`src/rtl/prime_disp_pkg.sv`:
```
// ---------------------------------------------------------------------------
// prime_disp_pkg
//   Shared definitions for the prime table read/display path.
//   - DEF_ADDR_W / DEF_DATA_W / DEF_DWELL_W : default widths for the RAM
//     address, RAM data and dwell counter.
//   - state_t : state encoding of the read engine FSM.
// ---------------------------------------------------------------------------
package prime_disp_pkg;

   localparam int DEF_ADDR_W  = 4;
   localparam int DEF_DATA_W  = 8;
   localparam int DEF_DWELL_W = 25;

   typedef enum logic [2:0] {
      ST_IDLE  = 3'd0,
      ST_FETCH = 3'd1,
      ST_WAIT  = 3'd2,
      ST_SHOW  = 3'd3,
      ST_DONE  = 3'd4
   } state_t;

endpackage

```
`src/rtl/prime_ram_reader_dwell_timer.sv`:
```
// ---------------------------------------------------------------------------
// dwell_timer
//   Counts how long the current entry has been on display.
//   Ports:
//     clk, clr : clock, asynchronous active-high reset
//     load     : capture d as the dwell length (0 is taken as 1)
//     d        : requested dwell length in cycles
//     enable   : count while high; counter is held at 0 while low
//     tc       : high in the cycle the count reaches (dwell length - 1)
// ---------------------------------------------------------------------------
module dwell_timer
   import prime_disp_pkg::*;
#(
   parameter int DWELL_W = DEF_DWELL_W
) (
   input  logic               clk,
   input  logic               clr,
   input  logic               load,
   input  logic [DWELL_W-1:0] d,
   input  logic               enable,
   output logic               tc
);

   localparam logic [DWELL_W-1:0] ONE = {{(DWELL_W-1){1'b0}}, 1'b1};

   logic [DWELL_W-1:0] d_q;
   logic [DWELL_W-1:0] cnt_q;

   // Decoded from registered count and the caller's registered state, so the
   // pulse never depends combinationally on a top-level input.
   assign tc = enable && (cnt_q == (d_q - ONE));

   always_ff @(posedge clk or posedge clr) begin
      if (clr) begin
         d_q   <= '0;
         cnt_q <= '0;
      end else begin
         if (load)
            d_q <= (d == '0) ? ONE : d;
         // Restarting from 0 on tc lets the next entry begin a fresh dwell
         // without any extra clear cycle.
         if (!enable || tc)
            cnt_q <= '0;
         else
            cnt_q <= cnt_q + ONE;
      end
   end

endmodule

```
`src/rtl/prime_ram_reader.sv`:
```
// ---------------------------------------------------------------------------
// prime_ram_reader
//   Walks the prime table RAM from address 0 to count-1, showing each value
//   with its address for a programmable dwell, then pulses done or wraps.
//   Ports:
//     clk, clr          : clock, asynchronous active-high reset
//     start             : begin a pass (honoured in IDLE only)
//     count [ADDR_W:0]  : entries to show, latched at start, clamped to depth
//     loop              : wrap to address 0 after the last entry (live)
//     dwell [DWELL_W]   : cycles per entry, latched at start (0 acts as 1)
//     ram_addr, ram_re  : RAM read request
//     ram_data          : registered RAM read data
//     disp_data/addr    : value and address on display (held between entries)
//     disp_valid        : display fields meaningful (SHOW only)
//     busy              : pass in progress (FETCH/WAIT/SHOW)
//     done              : one-cycle pulse at the end of a non-looping pass
// ---------------------------------------------------------------------------
module prime_ram_reader
   import prime_disp_pkg::*;
#(
   parameter int ADDR_W  = DEF_ADDR_W,
   parameter int DATA_W  = DEF_DATA_W,
   parameter int DWELL_W = DEF_DWELL_W
) (
   input  logic               clk,
   input  logic               clr,
   input  logic               start,
   input  logic [ADDR_W:0]    count,
   input  logic               loop,
   input  logic [DWELL_W-1:0] dwell,
   output logic [ADDR_W-1:0]  ram_addr,
   output logic               ram_re,
   input  logic [DATA_W-1:0]  ram_data,
   output logic [DATA_W-1:0]  disp_data,
   output logic [ADDR_W-1:0]  disp_addr,
   output logic               disp_valid,
   output logic               busy,
   output logic               done
);

   localparam logic [ADDR_W:0]   DEPTH    = {1'b1, {ADDR_W{1'b0}}};
   localparam logic [ADDR_W:0]   N_ONE    = {{ADDR_W{1'b0}}, 1'b1};
   localparam logic [ADDR_W-1:0] ADDR_ONE = {{(ADDR_W-1){1'b0}}, 1'b1};

   state_t            state;
   state_t            state_nxt;
   logic [ADDR_W:0]   n_q;
   logic [ADDR_W-1:0] addr_q;
   logic              accept;
   logic              last_entry;
   logic              show_tc;

   assign accept     = (state == ST_IDLE) && start;
   assign last_entry = ({1'b0, addr_q} == (n_q - N_ONE));

   dwell_timer #(
      .DWELL_W (DWELL_W)
   ) u_dwell_timer (
      .clk    (clk),
      .clr    (clr),
      .load   (accept),
      .d      (dwell),
      .enable (state == ST_SHOW),
      .tc     (show_tc)
   );

   // NOTE: clocked state uses non-blocking (<=) so every register samples the
   // pre-edge values; blocking here would create order-dependent races.
   always_ff @(posedge clk or posedge clr) begin
      if (clr)
         state <= ST_IDLE;
      else
         state <= state_nxt;
   end

   always_comb begin
      // NOTE: default first so every path assigns state_nxt and no latch is
      // inferred for the branches that stay put.
      state_nxt = state;
      unique case (state)
         ST_IDLE: begin
            // count==0 is the only way the clamped n can be zero.
            if (start)
               state_nxt = (count == '0) ? ST_DONE : ST_FETCH;
         end
         ST_FETCH: state_nxt = ST_WAIT;
         ST_WAIT:  state_nxt = ST_SHOW;
         ST_SHOW: begin
            if (show_tc)
               state_nxt = (!last_entry || loop) ? ST_FETCH : ST_DONE;
         end
         ST_DONE:  state_nxt = ST_IDLE;
         default:  state_nxt = ST_IDLE;
      endcase
   end

   always_ff @(posedge clk or posedge clr) begin
      if (clr) begin
         n_q       <= '0;
         addr_q    <= '0;
         disp_data <= '0;
         disp_addr <= '0;
      end else begin
         if (accept) begin
            n_q    <= (count > DEPTH) ? DEPTH : count;
            addr_q <= '0;
         end else if ((state == ST_SHOW) && show_tc) begin
            // Wrapping to 0 on the last entry serves the loop case; in the
            // non-looping case addr is simply reloaded by the next start.
            addr_q <= last_entry ? '0 : (addr_q + ADDR_ONE);
         end
         // The RAM presents data for the FETCH address by the end of WAIT.
         if (state == ST_WAIT) begin
            disp_data <= ram_data;
            disp_addr <= addr_q;
         end
      end
   end

   // All outputs decode registered state; IDLE (reset) decodes to all zero.
   assign ram_addr   = addr_q;
   assign ram_re     = (state == ST_FETCH);
   assign disp_valid = (state == ST_SHOW);
   assign busy       = (state == ST_FETCH) || (state == ST_WAIT) || (state == ST_SHOW);
   assign done       = (state == ST_DONE);

endmodule

```
`config.mk`:
```
export PLATFORM = sky130hd
export DESIGN_NAME = prime_ram_reader
export DESIGN_NICKNAME = d
export VERILOG_FILES = /design/src/rtl/prime_disp_pkg.sv /design/src/rtl/prime_ram_reader_dwell_timer.sv /design/src/rtl/prime_ram_reader.sv
export SDC_FILE = /design/constraint.sdc
export NUM_CORES = 1
export LEC_CHECK = 0
export CORE_ASPECT_RATIO = 0.9
export CORE_MARGIN = 2
export CORE_UTILIZATION = 39
export DETAILED_ROUTE_END_ITERATION = 8
export PLACE_DENSITY_LB_ADDON = 0.05
export SLEW_MARGIN = 20
export SYNTH_ARGS = -nofsm -noshare
export SYNTH_HDL_FRONTEND = slang
export SYNTH_HIERARCHICAL = 1
export SYNTH_SLANG_ARGS = --single-unit
```
`constraint.sdc`:
```
create_clock -name clk -period 3.8 [get_ports clk]
set_input_delay 0.38 -clock clk [delete_from_list [all_inputs] [get_ports clk]]
set_output_delay 0.38 -clock clk [all_outputs]
set_load 0.02 [all_outputs]
```
==> metrics.yaml <==
status: "completed"
hp-class: "flop to flop"
numCtsBuffers: 9
power.density_mw_per_mm2: 542
cts_tree: "built"
postCtsSetupBuffers: 0
grt-ovfl-total: 0
crit_type: "flop to flop"
critPathRequiredTime_ns: 4.06
htreeDepth: 3
clock_power_share_pct: 28.3
final.period_utilization_pct: 92.5
die_area_sq_mm: 0.0123
regToRegStartpoint: "u_dwell_timer/d_q[0]"
clockRootBuffer: "clkbuf_16"
critical_path.cell_chain: "inv_1 -> ha_1 -> nor4b_4 -> nand4_4 -> or3_1 -> o221ai_2 -> o2111ai_2 -> nor4_4 -> and2_1 -> nor2_1 -> nor3_1 -> buf_4 -> nand4_1 -> nand3_1"
drive_gt1_share_pct: 15.2
ys_ff_latch: 74
io_pins: 62
seq_power_share_pct: 40.2
globalRouteTotalUtil_pct: 18.2
cp_max_fo: 10
cp.arrival_ns: 3.78
io_buffer_count: 61
ctsHoldBuffers: 0
synth.avg_cell_area_sq_um: 9.66
post_drt_wl_per_cell_um: 15.2
clk_latency_ns: 0.33
maxCapViolations: 0
p_int_w: 0.00198
endpoint_kind: "flop"
rsz0062_at_grt: "false"
syn_inst: 463
timing.setup.tns_ns: 0
cts.sinks: 74
initial_core_util_pct: 39.6
ant_nets: 0
synth-edff-count: 0
swShare_pct: 33.7
reg2reg_depth: 14
syn_to_final_growth_pct: 23.4
min_path_cells: 1
cts_resized: 0
final_hold_viol_count: 0
fin_area_sq_mm: 0.00552
slew_headroom_pct: 32.7
die_width_um: 117
antennaDiodeCount: 0
globalplace.congestion: 0.876
ys_warn_count: 6
dp_hpwl_mm: 7.66
rrSetupSlack_ns: 0.29
syn-num-nets: 509
vias: 3529
layout_commonest_cell: "dfrtp_1"
combPwrFrac_pct: 31.5
layout_common_cells: "74 x dfrtp_1, 61 x clkdlybuf4s50_1, 60 x nand2_1, 36 x nor2_1, 34 x xnor2_1"
yosysSeqAreaShare_pct: 41.4
leakage_nw: 2.22
r2r_end: "ram_addr[3]"
coreArea_sq_mm: 0.0113
syn_area_sq_mm: 0.00447
critPathSlowestCell: "nor4b_4"
drt_iter0_drc: 203
grt_max_degree: 51
peakVddDrop_mv: 0.240
via_per_inst: 5.17
whs_endpoint: "disp_data[0]"
antenna_found_initial: 0
switchingPower_w: 0.00101
max_freq_mhz: 285
synth_cell_type_count: 61
rows: 37
drc_errors: 0
fin_skew_ns: 0.00559
slew_viol_final: 0
clkTransAtPathRegs_ns: 0.06
fin_crit_ns: 3.51
finalSetupViolCount: 0
grt_pass1_wl_mm: 17.6
cts_max_path_buffers: 2
finalNetCount: 568
ys.flop_type: "dfrtp_1"
drtPass1Iterations: 4
grt_pass1_vias: 3493
slowest_delay_ns: 0.44
synth-async-reset-ratio_pct: 100
placed_area_sq_mm: 0.00522
hp-start: "disp_data[0]"
die_h_um: 106
max_slew.worst_pin.slew_ns: 1.00
crit_path_start_kind: "flop"
wl_mm: 10.4
==> worst max-delay path: cells and delay by family (launching register included) <==
| kind | cells | cell delay, ns |
|---|---|---|
| AND/OR/NAND/NOR | 9 | 2.00 |
| flip-flops | 1 | 0.43 |
| AO/OA/AOI/OAI | 2 | 0.39 |
| adder cells (fa/ha/maj) | 1 | 0.37 |
| buffers and inverters | 2 | 0.28 |
==> worst max-delay path by stage <==
stage	startpoint	to	slack, ns	depth (start not counted)
detailed placement	u_dwell_timer/d_q[0]	ram_addr[0]	0.28	14
finish	u_dwell_timer/d_q[0]	ram_addr[3]	0.29	14
global placement	u_dwell_timer/d_q[0]	ram_addr[0]	0.45	14
CTS	u_dwell_timer/d_q[0]	ram_addr[0]	0.27	14
global route	u_dwell_timer/d_q[0]	ram_addr[2]	0.01	14
floorplan	u_dwell_timer/d_q[0]	ram_addr[2]	0.45	14
==> layout make-up <==
type	count	area, sq um
clock buffer	12	246
clock inverter	4	51.3
fill	1118	5780
inverter	10	38.8
multi-input combinational	362	2490
sequential	74	1850
tap	156	195
timing repair buffer	65	641
==> layer usage <==
layer,global-route usage (%),part of all wire (%),vias up
met1,26.5,50,1709
met3,4.03,3.6,4
met5,0,0,-
li1,-,-,1756
met4,4.54,0.58,0
met2,27.6,46,60
==> per-stage QoR <==
stage	hold slack (ns)	instances	worst slack [ns]	util, %	total power [W]
CTS	0.508	683	0.267	48.8	0.00302
floorplan	0.395	463	0.449	-	0.00180
detailed placement	0.495	667	0.279	46.2	0.00216
finish	0.506	683	0.286	48.8	0.00299
global placement	0.489	667	0.450	46.2	0.00214
global route	0.528	683	0.00968	48.8	0.00318
==> power by group through the flow <==
stage	registers [W]	clock network (W)	logic (W)
global route	0.00124	0.000911	0.00104
floorplan	0.00123	0	0.000569
detailed placement	0.00121	0	0.000943
CTS	0.00120	0.000875	0.000945
finish	0.00120	0.000847	0.000940
global placement	0.00121	0	0.000932
==> registers in the layout, summed over array words and instances, names as in the netlist <==
| signal | cells |
|---|---|
| disp_addr | 4 |
| disp_data | 8 |
| n_q | 5 |
| ram_addr | 4 |
| state | 3 |
| u_dwell_timer/cnt_q | 25 |
| u_dwell_timer/d_q | 25 |
==> synth_stat cells, drive strengths merged (4+ instances only) <==
master / instances / area share [%]
a21oi: 8 / 0.90
and2: 5 / 0.70
and3: 6 / 0.84
buf: 7 / 1.3
clkbuf: 10 / 0.84
dfrtp: 74 / 41
ha: 4 / 1.1
inv: 10 / 0.84
mux2: 33 / 8.3
nand2: 60 / 5.0
nand2b: 5 / 0.70
nand3: 22 / 2.5
nand3b: 7 / 1.2
nand4: 7 / 1.3
nand4b: 8 / 1.6
nor2: 46 / 4.4
nor3: 21 / 2.5
nor4: 11 / 2.4
o21ai: 17 / 1.9
or3: 6 / 0.95
xnor2: 34 / 6.7
xor2: 18 / 3.5
==> cells by family (layout without fill, tap and decap cells) <==
| group | after synthesis | count (layout) | share of synthesized area [%] |
|---|---|---|---|
| flip-flops | 74 | 74 | 41.4 |
| adder cells (fa/ha/maj) | 4 | 4 | 1.12 |
| buffers and inverters | 27 | 91 | 2.94 |
| AND/OR/NAND/NOR | 224 | 224 | 28.0 |
| XOR/XNOR | 53 | 53 | 10.7 |
| AO/OA/AOI/OAI | 48 | 48 | 7.47 |
| multiplexers | 33 | 33 | 8.31 |
Power figures use the tool's default switching activity.
==> RTL edit 1, RTL diff (same flow settings) <==
The package constant `DEF_ADDR_W` goes from 4 to 3.
--- a/src/rtl/prime_disp_pkg.sv
+++ b/src/rtl/prime_disp_pkg.sv
@@ -8,5 +8,5 @@
 package prime_disp_pkg;
 
-   localparam int DEF_ADDR_W  = 4;
+   localparam int DEF_ADDR_W  = 3;
    localparam int DEF_DATA_W  = 8;
    localparam int DEF_DWELL_W = 25;
Ports: changed (resized count, disp_addr and ram_addr); port bits go from 62 to 59. No check against the original RTL was run, so the function may have changed too.
==> RTL edit 1 against the unedited design <==
- fmax rose by 2.8%
- power fell by 14%
- wire length rose by 3.6%
- count of clock-buffer cells in the layout fell by 1
- setup slack improved by 0.096 ns
- final area fell by 3.5%
- synthesized area fell by 3.1%
- synthesized cell count fell by 4.3%
- sequential cell count fell by 3
- critical path type unchanged
==> RTL edit 1: results (changes against the unedited design) <==
{
  "hold_path": {
    "hold_start": "disp_data[2]$_DFFE_PP0P_",
    "min_to": "disp_data[2]$_DFFE_PP0P_"
  },
  "sta": {
    "slew-limit-headroom": {"value": 0.404, "change": "+0.0766"},
    "fin_hold_ws": {"value": 0.501, "unit": "ns", "change": "-0.00505 ns"}
  },
  "drt": {
    "met2RoutedLength": {"value": 4560, "unit": "um", "change": "-4.0%"},
    "routed_via_density": {"value": 5.40, "change": "+4.4%"},
    "m1WireLength": {"value": 5460, "unit": "um", "change": "+4.7%"},
    "routed_length_on_met3": {"value": 529, "unit": "um", "change": "+43%"},
    "routed_wire_length_per_instance": {"value": 16.9, "unit": "um", "change": "+11%"}
  },
  "global_routing": {
    "use_met2": {"value": 0.280, "change": "+0.00445"},
    "track_usage": {"value": 0.188, "change": "+0.00554"},
    "grtUsageMet3": {"value": 0.0408, "change": "+0.000540"},
    "first_global_vias": {"value": 3511, "change": "+0.52%"},
    "first_pass_grt_wire_length": {"value": 17800, "unit": "um", "change": "+0.86%"}
  },
  "power_and_ir_drop": {
    "p_sw_frac": {"value": 0.314, "change": "-0.0228"},
    "combinational_power_share": {"value": 0.265, "change": "-0.050"},
    "pwr-share-clk": {"value": 0.333, "change": "+0.050"},
    "powerSeq": {"value": 1.03, "unit": "mW", "change": "-14%"},
    "ir_worst_vdd": {"value": 0.274, "unit": "mV", "change": "+14%"}
  },
  "place": {
    "gp_congestion": {"value": 0.919, "change": "+4.9%"},
    "detailed_place.area": {"value": 5010, "unit": "um^2", "change": "-3.9%"},
    "placement.setup.worst_slack": {"value": 0.351, "unit": "ns", "change": "+0.0720 ns"},
    "hpwl": {"value": 8010, "unit": "um", "change": "+4.5%"},
    "placement.io_buffers": {"value": 58, "change": "-4.9%"}
  },
  "logic_synthesis": {
    "synth.area.top_cells": "dfrtp_1 (41%), mux2_2 (8.6%), xnor2_1 (6.9%)",
    "mux_cell_area_share_after_synthesis": {"value": 0.0858, "change": "+0.00269"},
    "synth_seq_area_share": {"value": 0.410, "change": "-0.00393"},
    "synth_cells": {"value": 443, "change": "-4.3%"},
    "share_of_the_synthesized_area_in_compound_gates_ao_oa_aoi_oai": {"value": 0.0878, "change": "+0.0131"},
    "synth_top_cells_by_count": "dfrtp_1 (71), nand2_1 (52), nor2_1 (35)",
    "post_synth_fa_ha_maj_area_fraction": {"value": 0.0116, "change": "+0.000362"},
    "synth-xor-area-share": {"value": 0.106, "change": "-0.000585"}
  },
  "outcome": {
    "status": "completed"
  },
  "finish": {
    "fillCellCount": {"value": 1023, "change": "-8.5%"},
    "share_of_post_route_cells_with_drive_strength_above_1": {"value": 0.164, "change": "+0.0126"},
    "post_layout_nonfiller_instances": {"value": 638, "change": "-6.6%"}
  },
  "critical_path": {
    "timing.critical_path.slowest_stage_cell": "dfrtp_1",
    "cp_data_arrival_time": {"value": 3.67, "unit": "ns", "change": "-0.11 ns"},
    "worstRegToRegCells": {"value": 13, "change": "-1"}
  }
}
[RTL edit 1: cell types whose count changed in the layout (fill, tap and decap cells not counted), sizes merged, moves of 2 or more]
cell	change
nand3	-6
nand4b	-4
nor3b	+2
clkdlybuf4s50	-3
nand2	-8
o21ai	+2
nand3b	-3
a21oi	-2
or3b	+2
dfrtp	-3
nor3	-2
clkinvlp	+2
xor2	-2
[RTL edit 1: layout make-up]
type | count | share of cell area
Clock buffer | 11 | 0.0456
Clock inverter | 5 | 0.0108
Inverter | 10 | 0.00729
Multi-Input combinational cell | 345 | 0.455
Sequential cell | 71 | 0.334
Tap cell | 133 | 0.0313
Timing Repair Buffer | 63 | 0.116
[RTL edit 1: repair_timing]
| action | in CTS | in global routing |
|---|---|---|
| hold endpoints to repair | 0 | 0 |
| setup endpoints to repair | 0 | 1 |
| buffers inserted | 0 | 1 |
| gates resized for setup | 0 | 0 |
| hold buffers | 0 | 0 |
==> RTL edit 2, RTL diff (same settings) <==
Made on the original files. Register the inputs `start`, `count`, `loop`, `dwell` and `ram_data` before use. The logic sees them one clock later. Comments in the files are not updated.
--- a/src/rtl/prime_ram_reader.sv
+++ b/src/rtl/prime_ram_reader.sv
@@ -43,4 +43,18 @@
    localparam logic [ADDR_W-1:0] ADDR_ONE = {{(ADDR_W-1){1'b0}}, 1'b1};
 
+   logic start_q;
+   logic [ADDR_W:0] count_q;
+   logic loop_q;
+   logic [DWELL_W-1:0] dwell_q;
+   logic [DATA_W-1:0] ram_data_q;
+
+   always_ff @(posedge clk) begin
+      start_q    <= start;
+      count_q    <= count;
+      loop_q     <= loop;
+      dwell_q    <= dwell;
+      ram_data_q <= ram_data;
+   end
+
    state_t            state;
    state_t            state_nxt;
@@ -51,5 +65,5 @@
    logic              show_tc;
 
-   assign accept     = (state == ST_IDLE) && start;
+   assign accept     = (state == ST_IDLE) && start_q;
    assign last_entry = ({1'b0, addr_q} == (n_q - N_ONE));
 
@@ -60,5 +74,5 @@
       .clr    (clr),
       .load   (accept),
-      .d      (dwell),
+      .d      (dwell_q),
       .enable (state == ST_SHOW),
       .tc     (show_tc)
@@ -81,6 +95,6 @@
          ST_IDLE: begin
             // count==0 is the only way the clamped n can be zero.
-            if (start)
-               state_nxt = (count == '0) ? ST_DONE : ST_FETCH;
+            if (start_q)
+               state_nxt = (count_q == '0) ? ST_DONE : ST_FETCH;
          end
          ST_FETCH: state_nxt = ST_WAIT;
@@ -88,5 +102,5 @@
          ST_SHOW: begin
             if (show_tc)
-               state_nxt = (!last_entry || loop) ? ST_FETCH : ST_DONE;
+               state_nxt = (!last_entry || loop_q) ? ST_FETCH : ST_DONE;
          end
          ST_DONE:  state_nxt = ST_IDLE;
@@ -103,5 +117,5 @@
       end else begin
          if (accept) begin
-            n_q    <= (count > DEPTH) ? DEPTH : count;
+            n_q    <= (count_q > DEPTH) ? DEPTH : count_q;
             addr_q <= '0;
          end else if ((state == ST_SHOW) && show_tc) begin
@@ -112,5 +126,5 @@
          // The RAM presents data for the FETCH address by the end of WAIT.
          if (state == ST_WAIT) begin
-            disp_data <= ram_data;
+            disp_data <= ram_data_q;
             disp_addr <= addr_q;
          end
Formal check against the unedited RTL: not equivalent (a bounded check fails within 4 cycles, from zero or initial values).
==> RTL edit 2 against the unedited design <==
- cell count rose by 9.4%
- sequential cell count rose by 40
- setup slack gained 0.060 ns
- power is 29% higher
- fmax rose by 1.7%
- wire length is 19% higher
- sequential power rose by 24%
- synthesized area increased by 18%
- global-route usage is 0.18 points higher
- final area grew 22%
- clock power increased by 110%
- synthesized cell count is 7.8% higher
- critical endpoint unchanged
- highest routed layer unchanged
==> RTL edit 2: results (changes against the unedited design) <==
{
  "hold_path": {
    "hold_start": "count[3]",
    "holdCritPathClass": "in2reg"
  },
  "critical_path": {
    "ff2ff_setup_slack": {"value": 0.35, "unit": "ns", "change": "+0.06 ns"},
    "cp_data_arrival_time": {"value": 3.75, "unit": "ns", "change": "-0.03 ns"},
    "worstRegToRegCells": {"value": 11, "change": "-3"},
    "timing.critical_path.slowest_stage_cell": "dfrtp_1"
  },
  "floorplan": {
    "floorplan.die_area": {"value": 14500, "unit": "um^2", "change": "+18%"}
  },
  "outcome": {
    "status": "completed"
  },
  "finish": {
    "layout_top_registers": "dwell_q (25), u_dwell_timer/cnt_q (25), u_dwell_timer/d_q (25)",
    "fraction_of_standard_cell_area_in_multi_input_logic": {"value": 0.373, "change": "-0.0785"},
    "layout.comb_gates.multi_input": {"value": 358, "change": "-1.1%"},
    "share_of_post_route_cells_with_drive_strength_above_1": {"value": 0.174, "change": "+0.0226"},
    "clock_area_frac": {"value": 0.0991, "change": "+0.0452"}
  },
  "place": {
    "numPlacedInstances": {"value": 715, "change": "+7.2%"},
    "hpwl": {"value": 8820, "unit": "um", "change": "+15%"},
    "detailed_place.area": {"value": 6050, "unit": "um^2", "change": "+16%"},
    "gp_congestion": {"value": 0.892, "change": "+1.9%"},
    "placement.setup.worst_slack": {"value": 0.395, "unit": "ns", "change": "+0.117 ns"}
  },
  "sta": {
    "max_freq": {"value": 290, "unit": "MHz", "change": "+1.7%"},
    "max_slew.worst_pin.slew": {"value": 0.921, "unit": "ns", "change": "-0.0836 ns"},
    "clock_skew": {"value": 0.00711, "unit": "ns", "change": "+0.00152 ns"},
    "fin_hold_ws": {"value": 0.405, "unit": "ns", "change": "-0.101 ns"}
  },
  "logic_synthesis": {
    "async_reset_ff_frac": {"value": 0.649, "change": "-0.351"},
    "synth_fp_nets": {"value": 545, "change": "+7.1%"},
    "synth.area.top_cells": "dfrtp_1 (35%), dfxtp_1 (15%), mux2_2 (7.2%)"
  },
  "global_routing": {
    "first_pass_grt_wire_length": {"value": 20300, "unit": "um", "change": "+15%"},
    "grt_max_degree": {"value": 47, "change": "-7.8%"},
    "grtUsageMet3": {"value": 0.0589, "change": "+0.0186"}
  },
  "drt": {
    "detail_route.wirelength": {"value": 12400, "unit": "um", "change": "+19%"},
    "met2RoutedLength": {"value": 5470, "unit": "um", "change": "+15%"},
    "iter_0_drt_violations": {"value": 255, "change": "+26%"},
    "m1WireLength": {"value": 6160, "unit": "um", "change": "+18%"},
    "routed_length_on_met3": {"value": 600, "unit": "um", "change": "+62%"}
  },
  "cts": {
    "cts-buffers-inserted": {"value": 17, "change": "+8"},
    "cts_sinks": {"value": 114, "change": "+54%"}
  },
  "power_and_ir_drop": {
    "cellLeakagePower": {"value": 2.78, "unit": "nW", "change": "+25%"},
    "cellInternalPower": {"value": 2.81, "unit": "mW", "change": "+42%"}
  }
}
## RTL edit 2: cell types whose count changed in the layout (fill, tap and decap cells not counted), sizes merged, moves of 2 or more
cell / change
bufinv: +4
nand3: -8
nand2: -3
nor2: +2
nand4b: -2
dfxtp: +40
inv: +8
clkbuf: +5
nand2b: +2
## RTL edit 2: power groups by stage
stage               combinational [mW]  sequential [mW]  clock [mW]
finish                           0.546             1.49        1.81
global route                     0.611             1.51        1.92
CTS                              0.551             1.50        1.86
detailed placement               0.547             1.51           0
global placement                 0.548             1.51           0
floorplan                        0.382             1.48           0
## RTL edit 2: kinds of logic (layout without fill, tap and decap cells)
kind of cell | after synthesis | count (layout) | synth area share
compound gates | 52 | 52 | 0.0686
mux | 34 | 34 | 0.0724
simple gates | 215 | 215 | 0.232
buf+inv | 27 | 107 | 0.0251
fa+ha+maj | 4 | 4 | 0.00947
flops | 114 | 114 | 0.502
xor+xnor | 53 | 53 | 0.0904
